### config.mk
export PLATFORM = sky130hd
export DESIGN_NAME = mtimer_flat
export DESIGN_NICKNAME = d
export VERILOG_FILES = /design/src/rtl/mtimer_if.sv /design/src/rtl/mtimer.sv /design/src/flat_wrapper.sv
export SDC_FILE = /design/constraint.sdc
export NUM_CORES = 1
export LEC_CHECK = 0
export ABC_AREA = 1
export BUFFER_PORTS_ARGS = -buffer_cell sky130_fd_sc_hd__buf_2
export CORE_MARGIN = 4
export CORE_UTILIZATION = 35
export CTS_CLUSTER_SIZE = 10
export DETAILED_ROUTE_END_ITERATION = 16
export MAX_ROUTING_LAYER = met4
export SYNTH_ARGS = -nofsm -noshare
export SYNTH_HDL_FRONTEND = slang
export SYNTH_SLANG_ARGS = --single-unit
### constraint.sdc
create_clock -name clk_i -period 2.55 [get_ports clk_i]
set_clock_uncertainty 0.1 [all_clocks]
set_input_delay 0.51 -clock clk_i [delete_from_list [all_inputs] [get_ports clk_i]]
set_output_delay 0.51 -clock clk_i [all_outputs]
set_load 0.02 [all_outputs]
### src/rtl/mtimer_if.sv
// Peripheral-bus bundle for the machine timer.
// master drives cs/we/addr_i/mask/wdata_i and receives rdata_o;
// slave is the timer side.
//   cs      - chip select from the address decode
//   we      - write strobe, qualified by cs
//   addr_i  - byte address, [4:2] selects the register
//   mask    - byte enables for writes
//   wdata_i - write data
//   rdata_o - combinational read data (0 when not selected)
interface mtimer_if #(
   parameter int DW    = 32,
   parameter int ADDRW = 5
);
   logic             cs;
   logic             we;
   logic [ADDRW-1:0] addr_i;
   logic [3:0]       mask;
   logic [DW-1:0]    wdata_i;
   logic [DW-1:0]    rdata_o;

   modport master (output cs, we, addr_i, mask, wdata_i, input rdata_o);
   modport slave  (input cs, we, addr_i, mask, wdata_i, output rdata_o);
endinterface

### src/rtl/mtimer.sv
// Memory-mapped machine timer: 64-bit mtime behind a programmable
// prescaler, compared against 64-bit mtimecmp to drive a level interrupt.
// Ports:
//   clk_i  - clock
//   rst_i  - asynchronous active-low reset
//   bus    - peripheral bus (mtimer_if.slave)
//   t_intr - registered timer interrupt level
// Register map (word offsets): 0x00 MTIME_LO, 0x04 MTIME_HI,
// 0x08 MTIMECMP_LO, 0x0C MTIMECMP_HI, 0x10 CTRL {PRESC[8+:PRESC_W], EN[0]},
// 0x14 STATUS {t_intr}, 0x18/0x1C read as zero.
module mtimer #(
   parameter int DW      = 32,
   parameter int PRESC_W = 16,
   parameter int ADDRW   = 5
) (
   input  logic    clk_i,
   input  logic    rst_i,
   mtimer_if.slave bus,
   output logic    t_intr
);
   localparam logic [2:0] A_MTIME_LO = 3'd0;
   localparam logic [2:0] A_MTIME_HI = 3'd1;
   localparam logic [2:0] A_CMP_LO   = 3'd2;
   localparam logic [2:0] A_CMP_HI   = 3'd3;
   localparam logic [2:0] A_CTRL     = 3'd4;
   localparam logic [2:0] A_STATUS   = 3'd5;

   logic [63:0]        r_mtime;
   logic [63:0]        r_mtimecmp;
   logic               r_en;
   logic [PRESC_W-1:0] r_presc;
   logic [PRESC_W-1:0] r_presc_cnt;
   logic               r_intr;

   logic [2:0]         w_sel;
   logic               w_wr;
   logic               w_tick;
   logic               w_wr_mtime;
   logic [DW-1:0]      w_ctrl;
   logic [DW-1:0]      w_ctrl_wr;
   logic [DW-1:0]      w_rdata;
   logic [63:0]        w_mtime_wr;
   logic               w_unused;

   // Byte-lane write merge: enabled lanes take the new data, others hold.
   function automatic logic [DW-1:0] f_merge(input logic [DW-1:0] old_v,
                                             input logic [DW-1:0] new_v,
                                             input logic [3:0]    lanes);
      logic [DW-1:0] res;
      res = old_v;
      for (int i = 0; i < 4; i++) begin
         if (lanes[i]) res[8*i +: 8] = new_v[8*i +: 8];
      end
      return res;
   endfunction

   assign w_sel      = bus.addr_i[4:2];
   assign w_wr       = bus.cs && bus.we;
   assign w_tick     = r_en && (r_presc_cnt == r_presc);
   assign w_wr_mtime = w_wr && ((w_sel == A_MTIME_LO) || (w_sel == A_MTIME_HI));
   assign w_ctrl_wr  = f_merge(w_ctrl, bus.wdata_i, bus.mask);
   assign w_unused   = &{1'b0, bus.addr_i[1:0], w_ctrl_wr};
   assign t_intr     = r_intr;
   assign bus.rdata_o = w_rdata;

   always_comb begin
      w_ctrl                = '0;
      w_ctrl[0]             = r_en;
      w_ctrl[8 +: PRESC_W]  = r_presc;
   end

   // Full 64-bit image of mtime after a software write; a write in a tick
   // cycle replaces the increment rather than combining with it.
   always_comb begin
      w_mtime_wr = r_mtime;
      if (w_sel == A_MTIME_HI)
         w_mtime_wr = {f_merge(r_mtime[63:32], bus.wdata_i, bus.mask), r_mtime[31:0]};
      else
         w_mtime_wr = {r_mtime[63:32], f_merge(r_mtime[31:0], bus.wdata_i, bus.mask)};
   end

   always_comb begin
      w_rdata = '0;
      if (bus.cs) begin
         case (w_sel)
            A_MTIME_LO: w_rdata = r_mtime[31:0];
            A_MTIME_HI: w_rdata = r_mtime[63:32];
            A_CMP_LO:   w_rdata = r_mtimecmp[31:0];
            A_CMP_HI:   w_rdata = r_mtimecmp[63:32];
            A_CTRL:     w_rdata = w_ctrl;
            A_STATUS:   w_rdata = {{(DW-1){1'b0}}, r_intr};
            default:    w_rdata = '0;
         endcase
      end
   end

   always_ff @(posedge clk_i or negedge rst_i) begin
      if (!rst_i) begin
         r_mtime     <= '0;
         r_mtimecmp  <= '1;
         r_en        <= 1'b0;
         r_presc     <= '0;
         r_presc_cnt <= '0;
         r_intr      <= 1'b0;
      end else begin
         r_intr <= r_en && (r_mtime >= r_mtimecmp);

         if (r_en) r_presc_cnt <= w_tick ? '0 : r_presc_cnt + PRESC_W'(1);

         if (w_wr_mtime)  r_mtime <= w_mtime_wr;
         else if (w_tick) r_mtime <= r_mtime + 64'd1;

         if (w_wr && (w_sel == A_CMP_LO))
            r_mtimecmp[31:0] <= f_merge(r_mtimecmp[31:0], bus.wdata_i, bus.mask);
         if (w_wr && (w_sel == A_CMP_HI))
            r_mtimecmp[63:32] <= f_merge(r_mtimecmp[63:32], bus.wdata_i, bus.mask);

         // CTRL write restarts the prescale period, overriding the count update.
         if (w_wr && (w_sel == A_CTRL)) begin
            r_en        <= w_ctrl_wr[0];
            r_presc     <= w_ctrl_wr[8 +: PRESC_W];
            r_presc_cnt <= '0;
         end
      end
   end
endmodule

### src/flat_wrapper.sv
// flat-port wrapper written by rule: the top's interface ports become plain ports
module mtimer_flat 
#(
   parameter int DW      = 32,
   parameter int PRESC_W = 16,
   parameter int ADDRW   = 5
)
  (clk_i, rst_i, t_intr, bus_cs, bus_we, bus_addr_i, bus_mask, bus_wdata_i, bus_rdata_o);
  mtimer_if #(.DW(DW), .ADDRW(ADDRW)) bus_i ();
  input  logic clk_i;
  input  logic rst_i;
  output logic t_intr;
  input wire logic [$bits(bus_i.cs)-1:0] bus_cs;
  input wire logic [$bits(bus_i.we)-1:0] bus_we;
  input wire logic [$bits(bus_i.addr_i)-1:0] bus_addr_i;
  input wire logic [$bits(bus_i.mask)-1:0] bus_mask;
  input wire logic [$bits(bus_i.wdata_i)-1:0] bus_wdata_i;
  output wire logic [$bits(bus_i.rdata_o)-1:0] bus_rdata_o;
  assign bus_i.cs = bus_cs;
  assign bus_i.we = bus_we;
  assign bus_i.addr_i = bus_addr_i;
  assign bus_i.mask = bus_mask;
  assign bus_i.wdata_i = bus_wdata_i;
  assign bus_rdata_o = bus_i.rdata_o;
  mtimer #(.DW(DW), .PRESC_W(PRESC_W), .ADDRW(ADDRW)) u_core (.clk_i(clk_i), .rst_i(rst_i), .bus(bus_i), .t_intr(t_intr));
endmodule
# [Word-level counts from Yosys, hierarchy flattened]
# Index checks and enable logic that the tools add are counted.
[totals] reg_bits=162 out_inout_bits=33 word_cells=78
[op_classes] n_addsub=2 eq_ne=12 muxes=12 order_cmp=1 n_reduce_logical=30
[op_table] op="$mux W64" count=3
[op_table] op="$pmux W32 S6" count=1
[op_table] op="$add A64 B1 Y64 const B" count=1
[op_table] op="$ge A64 B64 Y1" count=1
[op_table] op="$mux W16" count=3
[op_table] op="$mux W32" count=1
[op_table] op="$mux W8" count=4
[op_table] op="$reduce_and A3 Y1" count=8
[op_table] op="$reduce_and A2 Y1" count=11
[op_table] op="$add A16 B1 Y16 const B" count=1
[op_table] op="$eq A16 B16 Y1" count=1
[op_table] op="$ne A2 B2 Y1 const B" count=6
[op_table] op="$logic_and A1 B1 Y1" count=7
[op_table] op="$eq A3 B2 Y1 const B" count=2
[op_table] op="$eq A3 B3 Y1 const B" count=2
[op_table] op="$reduce_bool A2 Y1" count=2
[op_table] op="$eq A3 B1 Y1 const B" count=1
[op_table] op="$logic_not A3 Y1" count=1
[op_table] op="$logic_or A1 B1 Y1" count=1

# [Depth between registers and ports, before layout]
# Gate-level depths: netlist (run 1).
[logic_depth] ltp_word=5 mapped_depth=14

# [Worst setup path after synthesis (run 1)]
# No wires, ideal clock.
[synth_path] path_kind="input-to-output" startpoint="in bus_addr_i[3]" endpoint="out bus_rdata_o[0]" required_ns=1.940 path_buffers=1 arrival_time_ns=1.649 path_slack_ns=0.291 cell_stages=6 cell_sequence="nor2_1 -> nand2_1 -> inv_2 -> clkbuf_1 -> nand2_1 -> a31oi_1"
[synth_between] elab_chain_len=3 elab_cells_between_ends=8 cone_classes="eq/ne: 5; mux: 2; reduce/logical: 1"
[synth_rtl] item="start: declaration" line_no="flat_wrapper.sv:15" rtl="input wire logic [$bits(bus_i.addr_i)-1:0] bus_addr_i;"
[synth_rtl] item="$eq A3 B3 Y1, or another cell as far along" line_no="mtimer.sv:85" rtl="case (w_sel)"
[synth_rtl] item="$pmux W32 S6 *" line_no="mtimer.sv:85"
[synth_rtl] item="$mux W32 *" line_no="mtimer.sv:84" rtl="if (bus.cs) begin"
[synth_rtl] item="end: declaration" line_no="flat_wrapper.sv:18" rtl="output wire logic [$bits(bus_i.rdata_o)-1:0] bus_rdata_o;"
# Every way passes the cells marked *; elsewhere a longest branch is shown, timed or not.

# [Worst setup path after layout (run 1)]
[layout_path] startpoint="in bus_addr_i[3]" endpoint="out bus_rdata_o[28]"
# The elaborated chain is that of the path after synthesis.

==> results of run 1 <==
-- cell families (layout without fill, tap and decap cells) --
kind of cell	count (synthesis)	count (layout)
compound gates	295	295
xor+xnor	21	21
fa+ha+maj	66	66
buf+inv	265	409
flops	162	162
simple gates	1063	1063
-- power groups by stage --
stage	Clock [mW]	Combinational, mW	Sequential [mW]
floorplan	0	1.95	3.58
global placement	0	2.96	3.71
detailed placement	0	3.04	3.72
CTS	2.72	3.06	3.68
global route	2.84	3.53	3.76
finish	2.68	3.10	3.70
-- cells in the mapped netlist, types with 3 or more instances --
| cell | count |
|---|---|
| a211oi_1 | 10 |
| a21oi_1 | 51 |
| a21oi_2 | 3 |
| a221oi_1 | 23 |
| a31oi_1 | 5 |
| and2_1 | 4 |
| buf_2 | 9 |
| clkbuf_1 | 29 |
| dfrtp_1 | 98 |
| dfstp_2 | 64 |
| ha_1 | 66 |
| inv_1 | 209 |
| inv_2 | 12 |
| nand2_1 | 705 |
| nand2_2 | 7 |
| nand3_1 | 77 |
| nand4_1 | 27 |
| nor2_1 | 196 |
| nor2_2 | 12 |
| nor2_4 | 4 |
| nor3_1 | 14 |
| nor3b_1 | 3 |
| o21a_1 | 4 |
| o21ai_0 | 135 |
| o21ai_1 | 10 |
| o21ai_2 | 4 |
| o21bai_1 | 3 |
| o22ai_1 | 44 |
| or2_2 | 6 |
| xnor2_1 | 13 |
| xor2_1 | 8 |
-- timing repair --
item | CTS | global route
setup endpoints to repair | 0 | 20
endpoints found under the hold margin | 38 | 0
resized for setup | 0 | 12
hold buffers | 1 | 0
-- stage by stage --
stage                     setup slack (ns)  hold slack, ns  cells  TNS (ns)
after floorplan                      0.291           0.114   1872         0
final                               0.0783           0.232   2471         0
after global routing               0.00692           0.235   2471         0
after CTS                           0.0294           0.214   2471         0
after global placement             -0.0507           0.370   2438    -0.842
after detailed placement            -0.149           0.379   2438     -3.19
-- path summary, 6_finish.rpt --
| kind | depth (start not counted) | slack, ns | endpoint | startpoint |
|---|---|---|---|---|
| max reg2reg | 11 | 0.18 | u_core.r_mtime[55] | u_core.r_mtime[16] |
| min | 3 | 0.23 | u_core.r_mtimecmp[58] | bus_wdata_i[26] |
| max in group asynchronous | 3 | 1.11 | u_core.r_mtimecmp[27] | rst_i |
| min in group asynchronous | 2 | 0.48 | u_core.r_presc_cnt[1] | rst_i |
| min reg2reg | 2 | 0.39 | u_core.r_presc[13] | u_core.r_presc[13] |
| max | 8 | 0.08 | bus_rdata_o[28] | bus_addr_i[3] |
-- worst reg2reg max path: cells and delay by family, from the launching register on --
kind | cells | cell delay (ns)
and+or+nand+nor | 11 | 1.68
DFF | 1 | 0.48
-- sequential cells by signal, summed over array words and instances (netlist names) --
| signal | cells |
|---|---|
| u_core.r_mtimecmp | 64 |
| u_core.r_en | 1 |
| u_core.r_presc | 16 |
| u_core.t_intr | 1 |
| u_core.r_mtime | 64 |
| u_core.r_presc_cnt | 16 |
-- metal layers --
layer / global-route usage (%) / vias to the layer above / routed length [um] / share of wire [%]
met5: - / - / 0 / 0
met4: 7.60 / 0 / 1400 / 3.0
met3: 4.35 / 77 / 2830 / 6.0
met2: 40.6 / 425 / 21900 / 46
met1: 33.6 / 6143 / 21300 / 45
li1: - / 6292 / - / -
-- cell type report --
type	instances	area (um^2)
Multi-Input combinational cell	1445	7090
Clock inverter	13	161
Tap cell	455	569
Inverter	222	833
Clock buffer	19	433
Sequential cell	162	4130
Timing Repair Buffer	155	1080
Fill cell	3659	20200
==> summary.txt, run 1 <==
Worst setup path
  • CP endpoint kind: primary output
  • CP max FO: 15
  • WP data required: 1.94 ns
  • CP max stage delay: 0.41 ns
  • Slowest CP cell: a221oi_1
  • Delay-heaviest family, CP: buffers and inverters
  • Buf/Inv on CP: 4
  • Worst path cell trace: buf_2 -> nor2_1 -> nand2_1 -> inv_1 -> buf_4 -> a221oi_1 -> nor2_1 -> buf_2
  • Startpoint types: primary input
  • Worst Path Arrival: 1.86 ns
  • Critical setup path kind: primary input to primary output

Logic synthesis
  • YS warnings: 0
  • Synth Area in Simple Gates: 35.5%
  • Mapped cell area: 12200 um^2
  • Synth top area share: 21.7%
  • Number of flops mapped to enable cells by yosys: 0
  • Synth async-reset ratio: 100%
  • XOR/XNOR Fraction of Synth Area: 1.51%
  • Synth Area in Adders: 6.76%
  • Compound-Gate Fraction of Synth Area: 13.9%
  • Post-Syn Nets: 1983
  • Post-Syn Instances: 1872
  • Dominant cell type by area after synthesis: nand2_1
  • Largest family of logic cells by synthesized area: simple AND/OR/NAND/NOR gates
  • Mean area per synthesized cell: 6.52 um^2
  • Post-synthesis sequential area ratio: 33.9%
  • Post-synthesis mux area share: 0%
  • #FFs+latches synth: 162
  • Top cells by area, synth: nand2_1 22%, dfrtp_1 20%, dfstp_2 14%, ha_1 6.8%, inv_1 6.4%
  • Top_reg_cell synth: dfrtp_1
  • Synth cell types: 43

Detailed routing
  • Vias per cell: 5.24
  • Antenna viol nets, final: 0
  • Wirelength per Cell: 19.2 um
  • Routed vias: 12937
  • First-pass DRT Iterations: 6
  • Iteration-0 DRC Markers: 1069
  • Final Routed Wirelength: 47500 um
  • DRC viols: 0

Layout
  • N_diodes: 0
  • Commonest non-fill, non-tap cell in the layout: nand2_1
  • Commonest cells after routing, fill and taps aside: 704 x nand2_1, 208 x inv_1, 196 x nor2_1, 134 x o21ai_0, 98 x dfrtp_1
  • Final Cell Area: 14300 um^2
  • Layout Utilization: 41.5%
  • Nets: 2114
  • Area growth from synthesis to layout: 17.1%
  • Share of layout cells above drive strength 1: 15.2%

Clocking
  • CTS buffer count: 17
  • Post-CTS setup buffer count: 0
  • Clock buffer depth: 2
  • Skew-Pair Late Insertion Delay: 0.45 ns
  • CTS tree: done
  • CTS Sinks: 162
  • CTS Root Buffer Type: clkbuf_16
  • H-tree level count: 4
  • Clk slew on worst S/H paths: 0.06 ns

Floorplan
  • Num ports: 78
  • Die area: 37900 um^2
  • Die Ht: 195 um
  • Initial Util: 35.4%
  • Row cnt: 68
  • Core ar.: 34500 um^2
  • DIE WIDTH: 195 um

Placed design
  • Port Buffers: 75
  • GPL Wtd Cong: 1.07
  • Placed instance area: 13600 um^2
  • Detailed placement HPWL: 37800 um

STA
  • RSZ-0062 raised after global routing: no
  • Final hold vios: 0
  • Final setup violation count: 0
  • Final min period: 2.47 ns
  • Max Freq: 405 MHz
  • Final period util: 96.9%
  • Relative slew slack: 46.7%
  • Worst Tran Pin Value: 0.797 ns
  • Slew Limit Fails: 0

Power
  • Clock power share: 28.3%
  • Comb pwr share: 32.7%
  • Flop pwr share: 39.1%
  • Power per cell area: 663 nW/um^2
  • Static leakage: 6.75 nW
  • Total Power: 9.47 mW
  • Worst VDD drop: 630 uV
  • Net Sw Power: 3.60 mW
  • Switching Share: 38.0%
  • Cell-internal power: 5.87 mW

Min path
  • Hold WC Path Type: primary input to flop

Global routing
  • Vias in the first global route: 12542
  • First-pass GRT wire length: 73300 um
  • Antenna violations before repair: 0
  • Largest net degree at the start of global routing: 66
  • Grt ovf: 0
  • Total GRT Usage: 25.5%

Run status
  • Run status: finished clean

Run
  • Number of max-cap violations: 0
No activity file was read; power rests on OpenSTA's default activity.
==> run 2, diff against run 1 <==
Settings changed: MAX_ROUTING_LAYER met4 to not set.
==> summary.txt, run 2 (same netlist as run 1, synthesis figures left out) <==
Run status
  • Run status: finished clean (unchanged)

STA
  • Slew Limit Fails: 0 (unchanged)
  • Max Freq: 398 MHz (was 405 MHz)
  • Worst setup margin: 0.0406 ns (was 0.0783 ns)
  • RSZ-0062 raised after global routing: yes (was no)
  • Final hold vios: 0 (unchanged)
  • Final setup violation count: 0 (unchanged)
  • Worst Tran Pin Value: 0.806 ns (was 0.797 ns)
  • Final min period: 2.51 ns (was 2.47 ns)
  • Setup TNS: 0 ns (unchanged)
  • Final period util: 98.4% (was 96.9%)
  • Relative slew slack: 46.1% (was 46.7%)

Worst setup path
  • Buf/Inv on CP: 2 (was 4)
  • CP endpoint kind: primary output (unchanged)
  • FF-to-FF path depth: 12 (was 11)
  • WP data required: 1.94 ns (about the same)
  • Slowest CP cell: dfrtp_1 (was a221oi_1)
  • Worst path cell trace: inv_1 -> o22ai_1 -> a221oi_1 -> a21oi_1 -> buf_2 (was buf_2 -> nor2_1 -> nand2_1 -> inv_1 -> buf_4 -> a221oi_1 -> nor2_1 -> buf_2)
  • Worst Path Arrival: 1.90 ns (was 1.86 ns)
  • Critical setup path kind: flop to primary output (was primary input to primary output)
  • Delay-heaviest family, CP: flip-flops (was buffers and inverters)
  • CP max stage delay: 0.54 ns (was 0.41 ns)
  • FF-to-FF setup slack: 0.14 ns (was 0.18 ns)
  • Worst r2r src: u_core.r_mtime[0] (was u_core.r_mtime[16])
  • CP max FO: 6 (was 15)
  • Startpoint types: flop (was primary input)
  • Reg2reg end: u_core.r_mtime[34] (was u_core.r_mtime[55])

Power
  • Flop pwr share: 39.4% (was 39.1%)
  • Clock power share: 28.0% (was 28.3%)
  • Comb pwr share: 32.7% (about the same)
  • Worst VDD drop: 455 uV (was 630 uV)
  • Cell-internal power: 5.70 mW (was 5.87 mW)
  • Power per cell area: 657 nW/um^2 (was 663 nW/um^2)
  • Switching Share: 39.3% (was 38.0%)
  • Net Sw Power: 3.69 mW (was 3.60 mW)
  • Static leakage: 6.75 nW (about the same)

Clocking
  • H-tree level count: 4 (unchanged)
  • CTS tree: done (unchanged)
  • Clock buffer depth: 2 (unchanged)
  • CTS Sinks: 162 (unchanged)
  • CTS Root Buffer Type: clkbuf_16 (unchanged)
  • Clk slew on worst S/H paths: 0.07 ns (was 0.06 ns)
  • CTS buffer count: 17 (unchanged)
  • Skew-Pair Late Insertion Delay: 0.45 ns (about the same)

Global routing
  • Antenna violations before repair: 0 (unchanged)
  • Vias in the first global route: 12545 (was 12542)
  • First-pass GRT wire length: 72700 um (was 73300 um)
  • Grt ovf: 0 (unchanged)
  • Largest net degree at the start of global routing: 66 (unchanged)
  • Total GRT Usage: 24.7% (was 25.5%)

Min path
  • WHS Path Cells: 3 (unchanged)
  • Hold WC Path Type: primary input to flop (unchanged)
  • Hold endpoint: u_core.r_mtimecmp[26] (was u_core.r_mtimecmp[58])
  • Hold Path Origin: bus_wdata_i[26] (unchanged)

Floorplan
  • Row cnt: 68 (unchanged)
  • DIE WIDTH: 195 um (unchanged)
  • Num ports: 78 (unchanged)
  • Die Ht: 195 um (unchanged)
  • Initial Util: 35.4% (unchanged)
  • Die area: 37900 um^2 (unchanged)
  • Core ar.: 34500 um^2 (unchanged)

Detailed routing
  • Routed vias: 12782 (was 12937)
  • First-pass DRT Iterations: 7 (was 6)
  • Vias per cell: 5.16 (was 5.24)
  • Antenna viol nets, final: 0 (unchanged)
  • Iteration-0 DRC Markers: 1034 (was 1069)
  • Final Routed Wirelength: 47300 um (was 47500 um)
  • DRC viols: 0 (unchanged)
  • Wirelength per Cell: 19.1 um (was 19.2 um)

Layout
  • Top Registers: u_core.r_mtime x64, u_core.r_mtimecmp x64 (unchanged)
  • Commonest cells after routing, fill and taps aside: 704 x nand2_1, 209 x inv_1, 195 x nor2_1, 135 x o21ai_0, 98 x dfrtp_1 (was 704 x nand2_1, 208 x inv_1, 196 x nor2_1, 134 x o21ai_0, 98 x dfrtp_1)
  • Share of layout cells above drive strength 1: 15.5% (was 15.2%)
  • Nets: 2117 (was 2114)
  • Final Cell Area: 14300 um^2 (about the same)
  • Commonest non-fill, non-tap cell in the layout: nand2_1 (unchanged)
  • Layout Utilization: 41.5% (about the same)
  • Area growth from synthesis to layout: 17.1% (about the same)

Placed design
  • Placed instance area: 13700 um^2 (was 13600 um^2)
  • Port Buffers: 75 (unchanged)
  • Detailed placement HPWL: 37800 um (about the same)
  • Place WS: -0.184 ns (was -0.149 ns)
  • GPL Wtd Cong: 1.01 (was 1.07)

Run
  • Number of max-cap violations: 0 (unchanged)
## run 2: changes by cell type in the layout (fill, tap and decap cells not counted), moves of 2 or more
cell and delta:
clkinv_2 -2, clkinv_4 -2, inv_6 +4, buf_4 +5, bufinv_16 -2, inv_8 +3
## run 2: timing repair
action,in CTS,in global routing
gates resized for setup,0,12
endpoints found under the setup margin,0,25
hold buffers,1,0
buffers inserted,0,0
endpoints found under the hold margin,21,0
## run 2: per-stage QoR
stage          cells  hold WS [ns]  power, mW
6_report        2475         0.227       9.39
2_1_floorplan   1872         0.114       5.54
3_5_place_dp    2441         0.355       6.73
3_3_place_gp    2441         0.353       6.65
4_1_cts         2474         0.214       9.39
5_1_grt         2474         0.238       10.0
## run 2: worst max-delay path by stage
stage,startpoint,depth (start not counted),slack [ns],end
floorplan,bus_addr_i[3],6,0.29,bus_rdata_o[0]
global placement,bus_addr_i[2],7,-0.09,u_core.r_mtimecmp[28]
detailed placement,bus_addr_i[2],7,-0.18,u_core.r_mtimecmp[30]
CTS,bus_addr_i[4],8,0.05,bus_rdata_o[23]
global route,bus_addr_i[4],8,-0.002,bus_rdata_o[16]
finish,u_core.r_mtime[48],5,0.04,bus_rdata_o[16]
## run 2: final cells by class
type,count,area (um^2)
Clock buffer,18,429
Timing Repair Buffer,158,1090
Sequential cell,162,4130
Multi-Input combinational cell,1445,7090
Clock inverter,14,143
Antenna cell,1,2.50
Fill cell,3684,20200
Inverter,222,833
Tap cell,455,569
## run 2: power groups by stage
| stage | clock, mW | sequential, mW | combinational, mW |
|---|---|---|---|
| 3_3_place_gp | 0 | 3.71 | 2.95 |
| 3_5_place_dp | 0 | 3.71 | 3.02 |
| 5_1_grt | 2.77 | 3.76 | 3.50 |
| 6_report | 2.63 | 3.70 | 3.07 |
| 4_1_cts | 2.67 | 3.68 | 3.04 |
| 2_1_floorplan | 0 | 3.58 | 1.95 |
## run 2: routing by layer
| metal | part of all wire (%) | GRT usage, % | vias up |
|---|---|---|---|
| met2 | 45 | 39.3 | 389 |
| met3 | 6.1 | 4.75 | 101 |
| met5 | 0 | 0 | - |
| met1 | 44 | 32.6 | 5979 |
| met4 | 4.4 | 11.2 | 0 |
| li1 | - | - | 6313 |
## run 2: tightest hold or removal path, delay by kind of cell
kind | cells | cell delay (ns)
buffers and inverters | 2 | 0.18
AO/OA/AOI/OAI | 1 | 0.07
==> run 3, diff against run 2 <==
Clock period 2.55 ns to 2.71 ns, I/O delays scaled along.
==> summary.txt, run 3 (same netlist as run 1, synthesis figures left out) <==
Power
  • Cell-internal power: 5.30 mW (was 5.70 mW)
  • Net Sw Power: 3.42 mW (was 3.69 mW)
  • Power per cell area: 625 nW/um^2 (was 657 nW/um^2)
  • Switching Share: 39.2% (was 39.3%)
  • Flop pwr share: 40.9% (was 39.4%)
  • Worst VDD drop: 458 uV (was 455 uV)
  • Clock power share: 28.5% (was 28.0%)
  • Comb pwr share: 30.6% (was 32.7%)
  • Static leakage: 6.54 nW (was 6.75 nW)

Floorplan
  • Core ar.: 34500 um^2 (unchanged)
  • Row cnt: 68 (unchanged)
  • Die area: 37900 um^2 (unchanged)
  • Die Ht: 195 um (unchanged)
  • DIE WIDTH: 195 um (unchanged)
  • Num ports: 78 (unchanged)
  • Initial Util: 35.4% (unchanged)

Placed design
  • Detailed placement HPWL: 36900 um (was 37800 um)
  • Place WS: -0.0203 ns (was -0.184 ns)
  • GPL Wtd Cong: 1.01 (about the same)
  • Port Buffers: 75 (unchanged)

Worst setup path
  • CP max FO: 4 (was 6)
  • Startpoint types: primary input (was flop)
  • Worst Path Arrival: 1.98 ns (was 1.90 ns)
  • Critical setup path kind: primary input to primary output (was flop to primary output)
  • CP max stage delay: 0.36 ns (was 0.54 ns)
  • WP data required: 2.07 ns (was 1.94 ns)
  • Most frequent CP cell: buf_2
  • Slowest CP cell: a221oi_1 (was dfrtp_1)
  • CP endpoint kind: primary output (unchanged)
  • FF-to-FF path depth: 11 (was 12)
  • Worst path cell trace: buf_2 -> inv_1 -> nand3_2 -> clkinvlp_2 -> a221oi_1 -> a21oi_1 -> buf_2 (was inv_1 -> o22ai_1 -> a221oi_1 -> a21oi_1 -> buf_2)

Layout
  • Area growth from synthesis to layout: 14.3% (was 17.1%)
  • FILL cells: 3701 (was 3684)
  • N_diodes: 0 (was 1)
  • Nets: 2079 (was 2117)
  • Register area: 4130 um^2 (unchanged)
  • Share of layout cells above drive strength 1: 13.6% (was 15.5%)
  • Area of the multi-input gates: 7060 um^2 (was 7090 um^2)
  • Top Registers: u_core.r_mtime x64, u_core.r_mtimecmp x64 (unchanged)
  • Layout Utilization: 40.5% (was 41.5%)
  • Commonest cells after routing, fill and taps aside: 705 x nand2_1, 209 x inv_1, 196 x nor2_1, 135 x o21ai_0, 98 x dfrtp_1 (was 704 x nand2_1, 209 x inv_1, 195 x nor2_1, 135 x o21ai_0, 98 x dfrtp_1)
  • Commonest non-fill, non-tap cell in the layout: nand2_1 (unchanged)

STA
  • Final period util: 96.9%
  • Worst hold slack: 0.256 ns (was 0.227 ns)
  • Max Freq: 381 MHz
  • Slew Limit Fails: 0 (unchanged)
  • Relative slew slack: 50.0% (was 46.1%)
  • Setup TNS: 0 ns (unchanged)
  • Final setup violation count: 0 (unchanged)
  • Final min period: 2.63 ns
  • Worst Tran Pin Value: 0.748 ns (was 0.806 ns)
  • RSZ-0062 raised after global routing: no (was yes)
  • Final hold vios: 0 (unchanged)
  • Worst setup margin: 0.0831 ns (was 0.0406 ns)

Min path
  • WHS Path Cells: 3 (unchanged)
  • Hold WC Path Type: primary input to flop (unchanged)

Clocking
  • H-tree level count: 4 (unchanged)
  • CTS buffer count: 17 (unchanged)
  • Skew-Pair Late Insertion Delay: 0.46 ns (was 0.45 ns)
  • Clock buffer depth: 2 (unchanged)
  • Post-CTS setup buffer count: 0 (unchanged)
  • CTS Sinks: 162 (unchanged)
  • CTS Root Buffer Type: clkbuf_16 (unchanged)
  • Clk slew on worst S/H paths: 0.07 ns (about the same)
  • CTS tree: done (unchanged)

Global routing
  • Vias in the first global route: 12362 (was 12545)
  • Total GRT Usage: 24.3% (was 24.7%)
  • Grt ovf: 0 (unchanged)
  • Largest net degree at the start of global routing: 66 (unchanged)
  • First-pass GRT wire length: 71700 um (was 72700 um)
  • Antenna violations before repair: 0 (unchanged)

Run status
  • Run status: finished clean (unchanged)

Detailed routing
  • Final Routed Wirelength: 46600 um (was 47300 um)
  • Vias per cell: 5.29 (was 5.16)
  • First-pass DRT Iterations: 5 (was 7)
  • Iteration-0 DRC Markers: 1130 (was 1034)
  • Routed vias: 12881 (was 12782)
  • DRC viols: 0 (unchanged)
  • Wirelength per Cell: 19.1 um (about the same)
  • Antenna viol nets, final: 0 (unchanged)

Run
  • Number of max-cap violations: 0 (unchanged)
[run 3: cell count changes in the layout (fill, tap and decap cells not counted), moves of 3 or more]
cell      before  now
a211oi_1       7   10
a211oi_2       3    0
clkinv_4       0    3
buf_4         77   38
[run 3: routing by layer]
metal | share of wire, % | routed length (um) | vias up | GRT usage, %
met4 | 4.5 | 2120 | 0 | 10.2
met3 | 6.0 | 2790 | 118 | 3.93
met5 | 0 | 0 | - | 0
met2 | 45 | 20900 | 475 | 39.2
li1 | - | - | 6243 | -
met1 | 45 | 20800 | 6045 | 32.5
[run 3: final timing paths]
path	slack [ns]	end	from
worst max-delay path	0.08	bus_rdata_o[10]	bus_addr_i[4]
worst min-delay path	0.26	u_core.r_mtimecmp[33]	bus_wdata_i[1]
worst max register to register	0.18	u_core.r_mtime[32]	u_core.r_mtime[0]
worst min register to register	0.39	u_core.r_presc[13]	u_core.r_presc[13]
max in group asynchronous	1.23	u_core.r_mtimecmp[49]	rst_i
min in group asynchronous	0.56	u_core.r_en	rst_i
[run 3: stage by stage]
stage / power (mW) / instances / area (um^2)
floorplan: 5.21 / 1872 / 12200
global placement: 6.15 / 2402 / 13400
detailed placement: 6.22 / 2402 / 13400
CTS: 8.73 / 2435 / 13900
global route: 9.33 / 2436 / 14000
finish: 8.72 / 2436 / 14000
[run 3: power groups by stage]
| stage | sequential [mW] | combinational [mW] | clock, mW |
|---|---|---|---|
| after CTS | 3.55 | 2.66 | 2.53 |
| after detailed placement | 3.58 | 2.64 | 0 |
| after global placement | 3.57 | 2.58 | 0 |
| after floorplan | 3.37 | 1.84 | 0 |
| after global routing | 3.63 | 3.06 | 2.64 |
| final | 3.57 | 2.67 | 2.49 |
[run 3: final cells by class]
| cell class | instances | area share [%] |
|---|---|---|
| clock buffers | 18 | 3.15 |
| clock inverters | 14 | 1.02 |
| inverters | 222 | 6.00 |
| multi-input cells | 1445 | 50.5 |
| flip-flops and latches | 162 | 29.6 |
| well taps | 455 | 4.08 |
| repair buffers | 119 | 5.57 |
| repair inverters | 1 | 0.0359 |
[run 3: worst max-delay path, delay by kind of cell]
family / cells / cell delay [ns]
buffers and inverters: 4 / 0.78
AOI/OAI and AO/OA: 2 / 0.51
and+or+nand+nor: 1 / 0.16
[run 3: timing repair]
action / in CTS / in global routing
gates resized for setup: 0 / 3
setup endpoints to repair: 0 / 6
hold buffers: 1 / 0
endpoints found under the hold margin: 17 / 0
